File: src/rtl/sram_arbiter.sv
// Arbiter/sequencer sharing one synchronous-read SRAM between the Z80 bus and
// the video scanout fetcher. Video wins ties unless the CPU has been starved.
module sram_arbiter #(
  parameter int ADDR_W     = 15,
  parameter int DATA_W     = 8,
  parameter int STARVE_MAX = 3
) (
  input  logic              clk,
  input  logic              reset,
  input  logic              cpu_req,
  input  logic              cpu_we,
  input  logic [ADDR_W-1:0] cpu_addr,
  input  logic [DATA_W-1:0] cpu_wdata,
  output logic [DATA_W-1:0] cpu_rdata,
  output logic              cpu_ack,
  output logic              cpu_wait_n,
  input  logic              vid_req,
  input  logic [ADDR_W-1:0] vid_addr,
  output logic [DATA_W-1:0] vid_rdata,
  output logic              vid_valid,
  output logic [ADDR_W-1:0] sram_a,
  output logic [DATA_W-1:0] sram_d_wr,
  input  logic [DATA_W-1:0] sram_d_rd,
  output logic              sram_oe_n,
  output logic              sram_we_n
);

  typedef enum logic [2:0] {
    S_IDLE     = 3'd0,
    S_ACC_CPU  = 3'd1,
    S_ACC_VID  = 3'd2,
    S_DONE_CPU = 3'd3,
    S_DONE_VID = 3'd4
  } state_e;

  localparam logic [3:0] STARVE_LIM = 4'(STARVE_MAX);
  localparam logic [3:0] STARVE_SAT = 4'd15;
  localparam logic [1:0] GNT_NONE   = 2'b00;
  localparam logic [1:0] GNT_VID    = 2'b01;
  localparam logic [1:0] GNT_CPU    = 2'b10;

  state_e              state_q, state_d;
  logic [3:0]          starve_q, starve_d;
  logic [ADDR_W-1:0]   sram_a_q, sram_a_d;
  logic [DATA_W-1:0]   sram_d_wr_q, sram_d_wr_d;
  logic                oe_n_q, oe_n_d;
  logic                we_n_q, we_n_d;
  logic                cpu_ack_q, cpu_ack_d;
  logic                vid_valid_q, vid_valid_d;
  logic                cpu_rd_q, cpu_rd_d;
  logic [DATA_W-1:0]   cpu_hold_q, cpu_hold_d;
  logic [DATA_W-1:0]   vid_hold_q, vid_hold_d;
  logic                arb_pt_s;
  logic                cpu_pend_s;
  logic                vid_pend_s;
  logic [1:0]          grant_s;

  // Priority decision: video first, CPU once it has lost STARVE_MAX times in a row.
  function automatic logic [1:0] arb_grant(input logic cpu_p, input logic vid_p,
                                           input logic [3:0] starve);
    logic [1:0] g;
    if (cpu_p && (!vid_p || (starve >= STARVE_LIM))) begin
      g = GNT_CPU;
    end else if (vid_p) begin
      g = GNT_VID;
    end else begin
      g = GNT_NONE;
    end
    return g;
  endfunction

  // Next-state, arbitration and strobe decode.
  always_comb begin
    state_d     = state_q;
    starve_d    = starve_q;
    sram_a_d    = sram_a_q;
    sram_d_wr_d = sram_d_wr_q;
    oe_n_d      = 1'b1;
    we_n_d      = 1'b1;
    cpu_ack_d   = 1'b0;
    vid_valid_d = 1'b0;
    cpu_rd_d    = cpu_rd_q;
    cpu_hold_d  = cpu_hold_q;
    vid_hold_d  = vid_hold_q;
    arb_pt_s    = 1'b0;
    cpu_pend_s  = 1'b0;
    vid_pend_s  = 1'b0;

    // A DONE state arbitrates with its own requester masked out: its req is still high.
    case (state_q)
      S_IDLE: begin
        arb_pt_s   = 1'b1;
        cpu_pend_s = cpu_req;
        vid_pend_s = vid_req;
      end
      S_ACC_CPU: begin
        state_d   = S_DONE_CPU;
        cpu_ack_d = 1'b1;
      end
      S_ACC_VID: begin
        state_d     = S_DONE_VID;
        vid_valid_d = 1'b1;
      end
      S_DONE_CPU: begin
        arb_pt_s   = 1'b1;
        vid_pend_s = vid_req;
        if (cpu_rd_q) begin
          cpu_hold_d = sram_d_rd;
        end else begin
          cpu_hold_d = cpu_hold_q;
        end
      end
      S_DONE_VID: begin
        arb_pt_s   = 1'b1;
        cpu_pend_s = cpu_req;
        vid_hold_d = sram_d_rd;
      end
      default: begin
        state_d = S_IDLE;
      end
    endcase

    grant_s = arb_grant(cpu_pend_s, vid_pend_s, starve_q);

    if (arb_pt_s) begin
      if (grant_s == GNT_CPU) begin
        state_d  = S_ACC_CPU;
        sram_a_d = cpu_addr;
        cpu_rd_d = ~cpu_we;
        oe_n_d   = cpu_we;
        we_n_d   = ~cpu_we;
        if (cpu_we) begin
          sram_d_wr_d = cpu_wdata;
        end else begin
          sram_d_wr_d = sram_d_wr_q;
        end
      end else if (grant_s == GNT_VID) begin
        state_d  = S_ACC_VID;
        sram_a_d = vid_addr;
        oe_n_d   = 1'b0;
      end else begin
        state_d = S_IDLE;
      end

      if (!cpu_req || (grant_s == GNT_CPU)) begin
        starve_d = 4'd0;
      end else if ((grant_s == GNT_VID) && cpu_pend_s && (starve_q != STARVE_SAT)) begin
        starve_d = starve_q + 4'd1;
      end else begin
        starve_d = starve_q;
      end
    end else begin
      starve_d = starve_q;
    end
  end

  // State and output registers with synchronous reset.
  always_ff @(posedge clk) begin
    if (reset) begin
      state_q     <= S_IDLE;
      starve_q    <= 4'd0;
      sram_a_q    <= '0;
      sram_d_wr_q <= '0;
      oe_n_q      <= 1'b1;
      we_n_q      <= 1'b1;
      cpu_ack_q   <= 1'b0;
      vid_valid_q <= 1'b0;
      cpu_rd_q    <= 1'b0;
      cpu_hold_q  <= '0;
      vid_hold_q  <= '0;
    end else begin
      state_q     <= state_d;
      starve_q    <= starve_d;
      sram_a_q    <= sram_a_d;
      sram_d_wr_q <= sram_d_wr_d;
      oe_n_q      <= oe_n_d;
      we_n_q      <= we_n_d;
      cpu_ack_q   <= cpu_ack_d;
      vid_valid_q <= vid_valid_d;
      cpu_rd_q    <= cpu_rd_d;
      cpu_hold_q  <= cpu_hold_d;
      vid_hold_q  <= vid_hold_d;
    end
  end

  // Read data arrives from the SRAM during the completion cycle itself.
  assign cpu_rdata  = (cpu_ack_q && cpu_rd_q) ? sram_d_rd : cpu_hold_q;
  assign vid_rdata  = vid_valid_q ? sram_d_rd : vid_hold_q;
  assign cpu_ack    = cpu_ack_q;
  assign vid_valid  = vid_valid_q;
  assign cpu_wait_n = ~(cpu_req & ~cpu_ack_q);
  assign sram_a     = sram_a_q;
  assign sram_d_wr  = sram_d_wr_q;
  assign sram_oe_n  = oe_n_q;
  assign sram_we_n  = we_n_q;

endmodule

File: config.mk
export PLATFORM = sky130hd
export DESIGN_NAME = sram_arbiter
export DESIGN_NICKNAME = d
export VERILOG_FILES = /design/src/rtl/sram_arbiter.sv
export SDC_FILE = /design/constraint.sdc
export NUM_CORES = 1
export LEC_CHECK = 0
export BUFFER_PORTS_ARGS = -buffer_cell sky130_fd_sc_hd__buf_2
export CELL_PAD_IN_SITES_DETAIL_PLACEMENT = 2
export CELL_PAD_IN_SITES_GLOBAL_PLACEMENT = 2
export CORE_MARGIN = 5
export CORE_UTILIZATION = 29
export DETAILED_ROUTE_END_ITERATION = 16
export PLACE_DENSITY_LB_ADDON = 0.1
export SYNTH_ARGS = -nofsm -noshare
export SYNTH_HDL_FRONTEND = slang
export SYNTH_SLANG_ARGS = --single-unit
File: constraint.sdc
create_clock -name clk -period 4.8 [get_ports clk]
set_input_delay 0.96 -clock clk [delete_from_list [all_inputs] [get_ports clk]]
set_output_delay 0.96 -clock clk [all_outputs]
set_load 0.005 [all_outputs]
==> impl_summary.md, run 1 <==
Synth
The main combinational cell family by area after synthesis is compound AO/OA/AOI/OAI gates. Counting flops and latches in the post-synthesis netlist gives 51. The post-synth net total is 295. The Yosys warning count is 0.

Yosys mapped the design onto 39 distinct sky130hd cell types. In the post-synthesis netlist, the biggest area contributors are sky130_fd_sc_hd__dfxtp_1 (45%), sky130_fd_sc_hd__mux2_2 (8.0%), sky130_fd_sc_hd__nand2_1 (7.5%), sky130_fd_sc_hd__a21oi_1 (6.9%), sky130_fd_sc_hd__o221a_1 (5.0%). The area fraction in compound gates after synthesis is 0.225. The simple logic cell fraction of the synthesized area is 0.163. The share of the synthesized area in the top cell type is 0.453. For this run, the register share of the synthesized area comes to 0.453. Summing every instance area after synthesis gives 0.00225 mm^2. The most area-hungry cell type in the Yosys netlist is sky130_fd_sc_hd__dfxtp_1. The predominant post-synthesis flop cell is sky130_fd_sc_hd__dfxtp_1. Of the total synthesized cell area, the portion taken by full adders, half adders and majority gates is 0.00555. The number of flops mapped to enable cells by yosys is 0. The async set-or-reset flop fraction in the synthesized netlist is 0. The post-synthesis area per instance is 9.28 um^2.

After synthesis, the share of cell area in mux cells is 0.0844. Of the total synthesized cell area, the portion taken by XOR and XNOR cells is 0. The instance count of the mapped netlist is 243.

Clock tree
Clock latency on the worst-skew pair, taken at its later pin, is 0.31 ns. The post-cts sizing count is 0. The number of sinks handled by clock tree synthesis is 51.

Once the clock tree was built, the setup fixing pass inserted 0 buffers. The CTS tree is built. The total of hold buffers inserted after clock tree synthesis is 0. The number of CTS-inserted buffers is 5. Clock-pin slew was measured on the worst setup and hold paths at 0.10 ns. CTS placed an instance of sky130_fd_sc_hd__clkbuf_8 at the clock tree root. The maximum buffer depth of the clock tree is 2. The number of H-tree branching levels is 2.

Critical path
For the worst flop-to-flop path, the logic depth is 5. Traced cell by cell, the critical path runs through buf_2, mux2_2, buf_2. The signal arrival time at the worst endpoint is 1.48 ns. For this run, the slowest stage of the critical path takes 0.27 ns.

The worst setup path is launched from an input port. The most frequent cell on the critical path is sky130_fd_sc_hd__buf_2. The register-to-register path setup slack is 2.96 ns. Counting both buffers and inverters, the worst setup path holds a total of 2. The startpoint of the most critical register-to-register path is starve_q[0]. By startpoint and endpoint, the worst setup path is classified as input port to output port. The critical path's slowest cell is sky130_fd_sc_hd__mux2_2. The critical-path maximum fanout is 4. The terminus of the critical flop-to-flop path is sram_a[1]. The critical path endpoint category is an output port. Data on the critical path is required at its endpoint by 3.84 ns. The cell family with the largest share of critical-path delay is multiplexers.

Timing
At the pin with the least slew margin, the transition time is 1.08 ns. For the final database, setup skew stands at 0.00534 ns. The normalized max-slew margin is 0.283. The minimum period implied by the final worst setup slack is 2.44 ns. Of the available clock period, the critical path in the final layout requires 0.507.

The total count of hold-check failures in the final report is 0. In the final timing run, aggregate negative setup slack is 0 ns. The achievable frequency is 411 MHz. The final number of max-transition violations is 0. Setup violations remaining at the end of the flow were counted as 0. Setup repair after global routing left no endpoint under its margin.

Routing
After detailed routing, the average wire length per cell comes to 15.8 um. The number of routed nets with antenna violations is 0. The violation count after the first detailed-routing iteration is 45. Summing over every cut layer, the via total after detailed routing is 2088. After detailed routing, the number of remaining DRC violations is 0. The post-detailed-route via-to-cell ratio is 4.84. The first TritonRoute pass finished after 4 iterations.

Summed over all layers, the routed wires come to 6810 um.

Global routing
The overall overflow remaining after global route is 0. The wire length of the first global-routing pass is 11200 um. The number of global-route vias before repair is 2319. The maximum number of pins on one net before global-route repair is 52. The global-route total usage across every layer is 0.144. The initial antenna violation count is 0.

Final layout
Once layout is done, the placed cells without fillers occupy 0.00288 mm^2. In the final layout, the share of cells above drive strength 1 is 0.429. The total inserted antenna cells is 0.

Leaving out fill and tap cells, the most frequent cell in the layout is sky130_fd_sc_hd__buf_2. The total of fill cells in the finished design is 888. For this run, the post-layout net count is 380. Relative to the synthesized area, the layout overhead comes to 27.7%.

Leaving out fill and tap cells, the most frequent cells in the layout are sky130_fd_sc_hd__buf_2 (94), sky130_fd_sc_hd__dfxtp_1 (51), sky130_fd_sc_hd__nand2_1 (45).

Worst hold path
The capture endpoint of the worst hold path is vid_hold_q[5]. The tightest min-delay check is of the register to register type. The worst hold path begins at vid_hold_q[5]. The worst hold path was traced through 2 stages.

Floorplan
The initial utilization of the core area, before any placement, comes to 0.295. From left edge to right edge, the die measures 98.2 um. In this run the vertical extent of the chip is 98.2 um. The total area inside the core boundary comes to 0.00765 mm^2. The floorplan die area is 0.00964 mm^2. 95 I/O pins were placed. The floorplan has 32 rows.

Pwr
Overall power consumption after layout is estimated at 0.000959 W. The total power divided by cell area is 333 mW/mm^2. The leakage power of the design is 1.28 nW. The worst voltage drop across the vdd grid is 0.000121 V.

Run status
The flow ran to the end, and the final reports show no timing, DRC or antenna violations.

Placed design
After detailed placement, the total cell area comes to 0.00276 mm^2. The half-perimeter wire length after placement is 4950 um. The congestion estimate from routability-driven global placement came to 0.660.

The total of buffers placed on input and output ports is 94.

Run
The number of max-capacitance violations reported is 0.
==> worst min-delay path, cell delays in order, from the launching register on <==
cell	delay, ns
sky130_fd_sc_hd__dfxtp_1	0.32
sky130_fd_sc_hd__nand2_1	0.05
sky130_fd_sc_hd__a21oi_1	0.05
==> sequential cells by signal (all words and copies together) (netlist names) <==
| register | cells |
|---|---|
| cpu_hold_q | 8 |
| state_q | 3 |
| sram_oe_n | 1 |
| sram_a | 15 |
| cpu_ack | 1 |
| vid_hold_q | 8 |
| starve_q | 4 |
| sram_we_n | 1 |
| sram_d_wr | 8 |
| vid_valid | 1 |
| cpu_rd_q | 1 |
==> worst max path at each step <==
| stage | start | endpoint | depth (start not counted) |
|---|---|---|---|
| after floorplan | sram_d_rd[0] | vid_rdata[0] | 1 |
| after CTS | cpu_rd_q | cpu_rdata[5] | 3 |
| after detailed placement | sram_d_rd[0] | vid_rdata[0] | 3 |
| after global placement | sram_d_rd[0] | vid_rdata[0] | 3 |
| after global routing | cpu_rd_q | cpu_rdata[5] | 3 |
| final | sram_d_rd[5] | cpu_rdata[5] | 3 |
==> area by class of cell <==
type / count / area, um^2 / area share
Clock buffer: 6 / 82.6 / 0.0287
Clock inverter: 2 / 35.0 / 0.0122
Inverter: 15 / 56.3 / 0.0196
Multi-Input combinational cell: 160 / 1080 / 0.375
Sequential cell: 51 / 1020 / 0.355
Tap cell: 102 / 128 / 0.0443
Timing Repair Buffer: 95 / 478 / 0.166
==> cells in the mapped netlist, types with 2 or more instances <==
master	count
sky130_fd_sc_hd__a21oi_2	10
sky130_fd_sc_hd__o221a_1	10
sky130_fd_sc_hd__inv_1	15
sky130_fd_sc_hd__nand2_1	45
sky130_fd_sc_hd__o221a_2	5
sky130_fd_sc_hd__a21oi_1	31
sky130_fd_sc_hd__buf_2	6
sky130_fd_sc_hd__nor3b_2	2
sky130_fd_sc_hd__nand3_1	9
sky130_fd_sc_hd__nor4b_1	3
sky130_fd_sc_hd__o21ai_1	2
sky130_fd_sc_hd__nand2b_1	2
sky130_fd_sc_hd__nor3b_1	3
sky130_fd_sc_hd__dfxtp_1	51
sky130_fd_sc_hd__nor2_1	4
sky130_fd_sc_hd__clkbuf_1	7
sky130_fd_sc_hd__mux2_2	16
==> power breakdown <==
| part | leakage [nW] | switching [W] | internal [W] |
|---|---|---|---|
| registers | 0.417 | 0.0000225 | 0.000453 |
| logic | 0.805 | 0.0000866 | 0.0000783 |
| clock network | 0.0612 | 0.000149 | 0.000169 |
==> cell families (layout without fill, tap and decap cells) <==
| group | count (synthesis) | after routing |
|---|---|---|
| fa+ha+maj | 1 | 1 |
| mux | 17 | 17 |
| compound gates | 67 | 67 |
| flops | 51 | 51 |
| simple gates | 75 | 75 |
| buf+inv | 32 | 118 |
==> metrics by stage <==
stage | utilization | worst slack (ns) | hold WS (ns) | instances
3_3_place_gp | 0.361 | 2.37 | 0.440 | 423
5_1_grt | 0.376 | 2.26 | 0.483 | 431
6_report | 0.376 | 2.36 | 0.461 | 431
2_1_floorplan | - | 2.63 | 0.433 | 243
4_1_cts | 0.376 | 2.33 | 0.465 | 431
3_5_place_dp | 0.361 | 2.36 | 0.450 | 423
==> routing by layer <==
layer  routed length, um  track usage  vias up
met1                2870        0.168     1015
met5                   0            0        -
met3                 479       0.0607        4
met2                3430        0.247       52
li1                    -            -     1017
met4                  38       0.0315        0
Note: power is estimated with default switching activity, not from simulation.
==> run 2: changes to the inputs <==
--- a/config.mk
+++ b/config.mk
@@ -9,7 +9,7 @@
 export CELL_PAD_IN_SITES_DETAIL_PLACEMENT = 2
 export CELL_PAD_IN_SITES_GLOBAL_PLACEMENT = 2
 export CORE_MARGIN = 5
-export CORE_UTILIZATION = 29
+export CORE_UTILIZATION = 24
 export DETAILED_ROUTE_END_ITERATION = 16
 export PLACE_DENSITY_LB_ADDON = 0.1
 export SYNTH_ARGS = -nofsm -noshare
==> constraint.sdc (replaced) <==
create_clock -name clk -period 2.1 [get_ports clk]
set_input_delay 0.42 -clock clk [delete_from_list [all_inputs] [get_ports clk]]
set_output_delay 0.42 -clock clk [all_outputs]
set_load 0.005 [all_outputs]
==> run 2 against run 1 <==
- via count about the same
- setup slack got worse by 2.2 ns
- clock power increased by 99%
- clock-buffer cell count increased by 2
- final area increased by 1.1%
- routed wire length increased by 4.9%
- non-clock buffer count increased by 5
- first-iteration DRC count decreased by 56%
- critical path type is now register to output port
- largest cell class unchanged
==> impl_summary.md, run 2 (same netlist as run 1, synthesis figures left out) <==
Run status
The flow ran to the end, and the final reports show no timing, DRC or antenna violations.

Clock tree
For this design, the CTS-stage hold fixing added 0 buffers. The CTS tree is built. In this run, CTS created clock tree buffers numbering 5. The clock passes through at most 2 buffers. Once the clock tree was built, the setup fixing pass inserted 0 buffers. The number of H-tree branching levels is 2. The clock-pin slew of the registers on the worst-case setup and hold paths is 0.10 ns. The later-pin clock latency in the skew report is 0.30 ns. The clock tree root driver cell is sky130_fd_sc_hd__clkbuf_8.

For this design, the sink count on the clock tree is 51. The post-cts sizing count is 0.

Floorplan
The initial utilization of the core area, before any placement, comes to 0.245. The floorplan step defined a die boundary enclosing 0.0114 mm^2. The number of core rows is 35. The x dimension of the die is 107 um.

Pin placement for this block handled 95 I/O pins. The die is 107 um tall. The core footprint is 0.00920 mm^2.

Placed design
The total of buffers placed on input and output ports is 94. Detailed placement finished with a half-perimeter wire length of 5250 um. The final weighted congestion of routability-driven global placement is 0.705.

Pwr
Of the total power, the clock network draws 0.301. IR analysis of the VDD net gives a maximum drop of 0.000265 V. The leakage power of the design is 1.30 nW.

Of the total power, the share spent switching nets is 0.278. The analysis attributes to net switching a power of 0.000585 W. The sequential power share is 0.513. The combinational cell fraction of total power is 0.186. Cell internal power was estimated by the tool at 0.00152 W.

For this design the ratio of total power to cell area is 724 mW/mm^2.

Final layout
The most common cell after layout, fill and taps aside is sky130_fd_sc_hd__buf_2. The total of fill cells in the finished design is 1068. The library cells used most frequently in the layout, excluding fill and tap cells, are sky130_fd_sc_hd__buf_2 (94), sky130_fd_sc_hd__dfxtp_1 (51), sky130_fd_sc_hd__nand2_1 (45). The register with the most flip-flops in the layout has 15 of them. The area overhead of the layout relative to synthesis is 29.1%.

The number of nets in the layout is 385. Of the cells placed in the final design, the portion with a size suffix greater than 1 is 0.434. The repair_antennas step left the layout with diodes totalling 0.

Worst hold path
The path class of the tightest hold or removal check is input port to register.

Critical path
The cell family with the largest share of critical-path delay is multiplexers. In this run the worst setup path begins at cpu_ack. Together, buffers and inverters on the worst path number 1. The critical path is of the register to output port type.

The critical path's slowest cell is sky130_fd_sc_hd__mux2_2. On the worst path, the slowest cell contributes a delay of 0.40 ns. The worst setup path is launched from a register. The most critical setup path has its endpoint at cpu_rdata[0]. The critical path endpoint category is an output port. Walking the worst path, the cells encountered are nand2_1, mux2_2, buf_2. At the worst endpoint, the required time is 1.68 ns.

The startpoint identified for the worst register-to-register timing path is starve_q[0]. Data on the critical path arrives at its endpoint at 1.53 ns. The number of cells on the worst reg-to-reg path is 5. The terminus of the critical flop-to-flop path is sram_a[0].

The number of stages on the worst setup path is 3. In this run the worst path has a maximum fanout of 8. For flop-to-flop paths, the worst setup slack is 0.28 ns.

Timing
Setup violations remaining at the end of the flow were counted as 0. The worst slack on hold paths is 0.361 ns. Setup repair after global routing left no endpoint under its margin. On the final layout, the worst clock skew is 0.00863 ns. The total count of hold-check failures in the final report is 0. In the final timing run, aggregate negative setup slack is 0 ns. At the pin with the least slew margin, the transition time is 0.643 ns.

The final number of max-transition violations was 0. The achievable frequency is 514 MHz. The normalized max-slew margin is 0.571. For the finished layout, the period the worst path requires is 1.95 ns. The post-route clock period utilization is 0.926.

Routing
The number of routed nets with antenna violations is 0. The post-detailed-route via-to-cell ratio is 4.69. For this block, the via count after detailed routing is 2086.

The wire length per cell is 16.1 um. The detailed router finished its first iteration with 20 violations. The number of design rule violations left after detail routing is 0.

The first detailed-routing pass took 4 iterations. The final routed wirelength across all metal layers is 7150 um.

Global routing
The overall overflow remaining after global route is 0. The maximum number of pins on one net before global-route repair is 31. The number of global-route vias before repair is 2335.

The wire length of the first global-routing pass is 11500 um. In the global route stage, overall resource usage came out at 0.126. The initial antenna violation count is 0.

Run
The number of max-capacitance violations reported is 0.
[run 2: how the worst min path moves through the flow]
stage	endpoint	depth (start not counted)	from
finish	sram_d_wr[0]	3	cpu_wdata[0]
global route	sram_d_wr[2]	3	cpu_wdata[2]
detailed placement	vid_hold_q[4]	2	vid_hold_q[4]
global placement	cpu_hold_q[2]	2	cpu_hold_q[2]
floorplan	cpu_hold_q[0]	2	cpu_hold_q[0]
CTS	sram_d_wr[6]	3	cpu_wdata[6]
[run 2: metal layers]
layer,GRT usage,part of all wire
met1,0.155,0.44
met2,0.222,0.50
met3,0.0331,0.044
met4,0.0274,0.0074
met5,0,0
[run 2: worst min-delay path, delay by kind of cell]
family / cells / cell delay [ns]
compound gates: 1 / 0.05
buf+inv: 1 / 0.10
simple gates: 1 / 0.05
[run 2: area by class of cell]
class | instances | area (um^2) | share of cell area
Clock buffer | 8 | 100 | 0.0344
Inverter | 15 | 56.3 | 0.0193
Multi-Input combinational cell | 160 | 1080 | 0.371
Sequential cell | 51 | 1020 | 0.351
Tap cell | 111 | 139 | 0.0477
Timing Repair Buffer | 100 | 515 | 0.177
[run 2: power groups by stage]
stage	Combinational [W]	Sequential (W)	Clock (W)
finish	0.000392	0.00108	0.000634
global route	0.000439	0.00109	0.000710
CTS	0.000404	0.00108	0.000664
detailed placement	0.000403	0.00110	0
global placement	0.000396	0.00111	0
floorplan	0.000231	0.00109	0
[run 2: through the flow]
stage / utilization / total power [W] / area, um^2 / worst slack (ns) / cells
6_report: 0.316 / 0.00211 / 2910 / 0.155 / 445
5_1_grt: 0.316 / 0.00224 / 2910 / 0.0712 / 445
4_1_cts: 0.316 / 0.00215 / 2910 / 0.113 / 445
3_5_place_dp: 0.306 / 0.00151 / 2810 / 0.245 / 437
3_3_place_gp: 0.306 / 0.00150 / 2810 / 0.243 / 437
2_1_floorplan: - / 0.00133 / 2250 / 0.462 / 243
==> run 3: changes to the inputs <==
--- a/config.mk
+++ b/config.mk
@@ -5,11 +5,12 @@
 export SDC_FILE = /design/constraint.sdc
 export NUM_CORES = 1
 export LEC_CHECK = 0
+export ABC_AREA = 1
 export BUFFER_PORTS_ARGS = -buffer_cell sky130_fd_sc_hd__buf_2
 export CELL_PAD_IN_SITES_DETAIL_PLACEMENT = 2
 export CELL_PAD_IN_SITES_GLOBAL_PLACEMENT = 2
 export CORE_MARGIN = 5
-export CORE_UTILIZATION = 24
+export CORE_UTILIZATION = 23
 export DETAILED_ROUTE_END_ITERATION = 16
 export PLACE_DENSITY_LB_ADDON = 0.1
 export SYNTH_ARGS = -nofsm -noshare
==> run 3 against run 2 <==
- largest power group unchanged
- final area increased by 3.2%
- combinational power increased by 74%
- routed wire length increased by 9.8%
- clock-buffer cell count decreased by 2
- hold slack got worse by 0.0019 ns
- sequential share of layout area decreased by 1.1 points
- core utilization decreased by 1.2 points
- setup slack improved by 0.12 ns
- critical path type unchanged
- clock skew decreased by 0.0026 ns
- critical path depth unchanged
==> impl_summary.md, run 3 <==
Run status
The flow ran to the end, and the final reports show no timing, DRC or antenna violations.

Critical path
The critical-path maximum fanout is 16. Counting cells, the worst reg-to-reg path comes to 8. The category of the most critical setup path is register to output port. The cell family with the largest share of critical-path delay is flip-flops. The largest single stage delay on the critical path is 0.41 ns. The startpoint type of the worst setup path is a register. The critical path endpoint category is an output port. STA puts the critical path data required time at 1.68 ns. The count of buffering cells on the critical path with inverters included is 1. The critical path goes through nand2_2, o21ai_0, buf_2. The worst register-to-register path has a setup slack of 0.49 ns. The startpoint of the most critical register-to-register path is starve_q[0]. The critical path's slowest cell is sky130_fd_sc_hd__dfxtp_1. STA puts the critical path data arrival time at 1.40 ns. The worst register-to-register path ends at sram_a[6].

Global routing
The initial antenna violation count is 0. The global-route total usage across every layer is 0.129. The number of global-route vias before repair is 2701.

The wire length of the first global-routing pass is 13200 um. Global routing finished with a remaining overflow of 0. The maximum number of pins on one net before global-route repair is 35.

Routing
For this block, wires on met1 add up to 3520 um. The final layout contains routed wiring with a total length of 7850 um. The violation count after the first detailed-routing iteration is 32. The length of routed met2 wiring is 3990 um. The routed design uses 311 um of met3 wire. The number of search-and-repair iterations in the first detailed-routing pass is 4. The number of design rule violations left after detail routing is 0. The detail route stage leaves a number of antenna-violating nets equal to 0. Using the TritonRoute via totals, the vias-per-cell ratio works out to 4.44. The highest metal layer carrying signal wires in the routed design is met4. The wire length per cell is 14.4 um. The total via count after detailed routing is 2429.

Timing
The final setup skew is 0.00600 ns. For the pin with the worst max-slew slack, the measured transition is 0.636 ns. The setup slack after layout is 0.277 ns. The minimum period implied by the final worst setup slack is 1.82 ns. Based on the critical path, the design can be clocked at up to 549 MHz. Of the available clock period, the critical path in the final layout requires 0.868. Setup repair after global routing left no endpoint under its margin. The accumulated negative setup slack is 0 ns. In this run the tightest slew margin relative to its limit is 0.575. The number of setup violations in the final report is 0. The total count of hold-check failures in the final report is 0. The final number of max-transition violations is 0.

Synth
The cell count after synthesis came out at 323. The predominant post-synthesis flop cell is sky130_fd_sc_hd__dfxtp_1. In this run, synthesis produced a sequential element count of 51. A synthesized cell averages 7.26 um^2. The number of different library cells in the post-synthesis netlist is 32.

The synthesized design contains 0 enable-type register cells. The async set-or-reset flop fraction in the synthesized netlist is 0. Of the synthesized area, sequential elements account for 0.435.

Sorting the synthesized cells by area gives the leading types as sky130_fd_sc_hd__dfxtp_1 (44%), sky130_fd_sc_hd__nand2_1 (9.9%), sky130_fd_sc_hd__inv_1 (8.5%), sky130_fd_sc_hd__a21oi_1 (7.7%), sky130_fd_sc_hd__o21ai_0 (7.7%). Yosys printed 0 warnings. sky130_fd_sc_hd__nand2_1 is the most common cell in the netlist. The share of the synthesized area in the top cell type is 0.435. The number of nets handed over by synthesis was 375. The commonest cells after synthesis are sky130_fd_sc_hd__nand2_1 (62), sky130_fd_sc_hd__inv_1 (53), sky130_fd_sc_hd__dfxtp_1 (51). Summed over all instances, the cell type with the most area after synthesis is sky130_fd_sc_hd__dfxtp_1. The netlist area before placement is 0.00235 mm^2.

Final layout
The total of fill cells in the finished design is 1218. The number of nets in the layout is 465. The register with the most flip-flops in the layout has 15 of them. The library cells used most frequently in the layout, excluding fill and tap cells, are sky130_fd_sc_hd__buf_2 (94), sky130_fd_sc_hd__nand2_1 (61), sky130_fd_sc_hd__inv_1 (53). In the final layout, the share of cells above drive strength 1 is 0.292. The total inserted antenna cells is 0.

The most common cell after layout, fill and taps aside is sky130_fd_sc_hd__buf_2. The area overhead of the layout relative to synthesis is 28.0%. The post-layout utilization of the core is 0.304.

Clock tree
The number of CTS-inserted buffers is 5. The later-pin clock latency in the skew report is 0.30 ns. TritonCTS built the clock tree. Buffers added to address setup during post-CTS repair amount to 0. No sink is reached through more buffers than the 2 on the longest clock path.

The clock tree root driver cell is sky130_fd_sc_hd__clkbuf_8. The number of sinks handled by clock tree synthesis is 51. Clock-pin slew was measured on the worst setup and hold paths at 0.09 ns.

CTS built an H-tree with a depth of 2. The total of hold buffers inserted after clock tree synthesis is 0.

Worst hold path
Counting instances, the worst hold path has a depth of 3. The min-delay analysis places its worst path in the category input port to register. The path with the worst hold slack has its endpoint at sram_d_wr[2]. The worst hold path begins at cpu_wdata[2].

Floorplan
The floorplan die area is 0.0123 mm^2. The initial core utilization is 0.238. The core footprint is 0.00986 mm^2. The floorplan step set the die height to 111 um. The floorplan step set the die width to 111 um. The number of placed I/O pins is 95. The number of core rows is 36.

Run
Across the run, the number of max-cap violations was 0.

Placed design
The final weighted congestion of routability-driven global placement is 0.681. The pre-CTS setup slack is 0.378 ns. In this run the tool buffered the top-level ports with 94 buffer cells.

Once detailed placement completed, the half-perimeter wirelength came to 5840 um.

Pwr
In this run the static leakage power is 1.56 nW. The worst voltage drop across the vdd grid is 0.000289 V. The total power divided by cell area is 796 mW/mm^2.
[run 3: how the worst max path moves through the flow]
stage	from	to	slack (ns)	cells past startpoint
global placement	cpu_ack	cpu_rdata[2]	0.40	3
global route	cpu_ack	cpu_rdata[2]	0.15	3
floorplan	vid_valid	vid_rdata[6]	0.67	4
finish	cpu_ack	cpu_rdata[2]	0.28	3
CTS	cpu_ack	cpu_rdata[2]	0.03	3
detailed placement	cpu_ack	cpu_rdata[2]	0.38	3
[run 3: timing repair]
item                       CTS  global route
setup endpoints to repair    0             4
resized for setup            0             1
hold endpoints to repair     0             0
[run 3: report_power, final]
| part | switching, W | internal [W] |
|---|---|---|
| clock network | 0.000330 | 0.000234 |
| logic | 0.000423 | 0.000261 |
| registers | 0.0000660 | 0.00108 |
| total | 0.000819 | 0.00157 |
[run 3: per-stage QoR]
step           hold WS (ns)  cell area (um^2)  std cells  total power, W
6_report              0.359              3000        547         0.00239
5_1_grt               0.350              3000        547         0.00259
4_1_cts               0.349              3000        547         0.00246
3_5_place_dp          0.444              2920        539         0.00188
3_3_place_gp          0.433              2920        539         0.00185
2_1_floorplan         0.423              2350        323         0.00161
[run 3: worst reg2reg max path, stage by stage, from the launching register on]
cell	delay (ns)
sky130_fd_sc_hd__dfxtp_1	0.33
sky130_fd_sc_hd__ha_1	0.22
sky130_fd_sc_hd__nor3_2	0.20
sky130_fd_sc_hd__nand3_4	0.29
sky130_fd_sc_hd__nand2_8	0.26
sky130_fd_sc_hd__nand2_1	0.08
sky130_fd_sc_hd__nand3_1	0.08
sky130_fd_sc_hd__nand2_1	0.06
sky130_fd_sc_hd__inv_1	0.04
[run 3: metal layers]
metal  vias up  GRT usage
li1       1213          -
met1      1168      0.158
met2        46      0.232
met3         2     0.0289
met4         0     0.0246
met5         -          0
[run 3: cell families after synthesis]
kind of cell / after synthesis / share of synthesized area
AND/OR/NAND/NOR: 121 / 0.254
flip-flops: 51 / 0.435
buffers and inverters: 71 / 0.134
adder cells (fa/ha/maj): 1 / 0.00533
AO/OA/AOI/OAI: 79 / 0.172
[run 3: area by class of cell]
cell class	count	area (um^2)	share of cell area
inverters	55	209	0.0696
well taps	133	166	0.0554
clock buffers	6	72.6	0.0242
clock inverters	2	12.5	0.00417
flip-flops and latches	51	1020	0.340
repair buffers	99	508	0.169
multi-input cells	201	1010	0.337
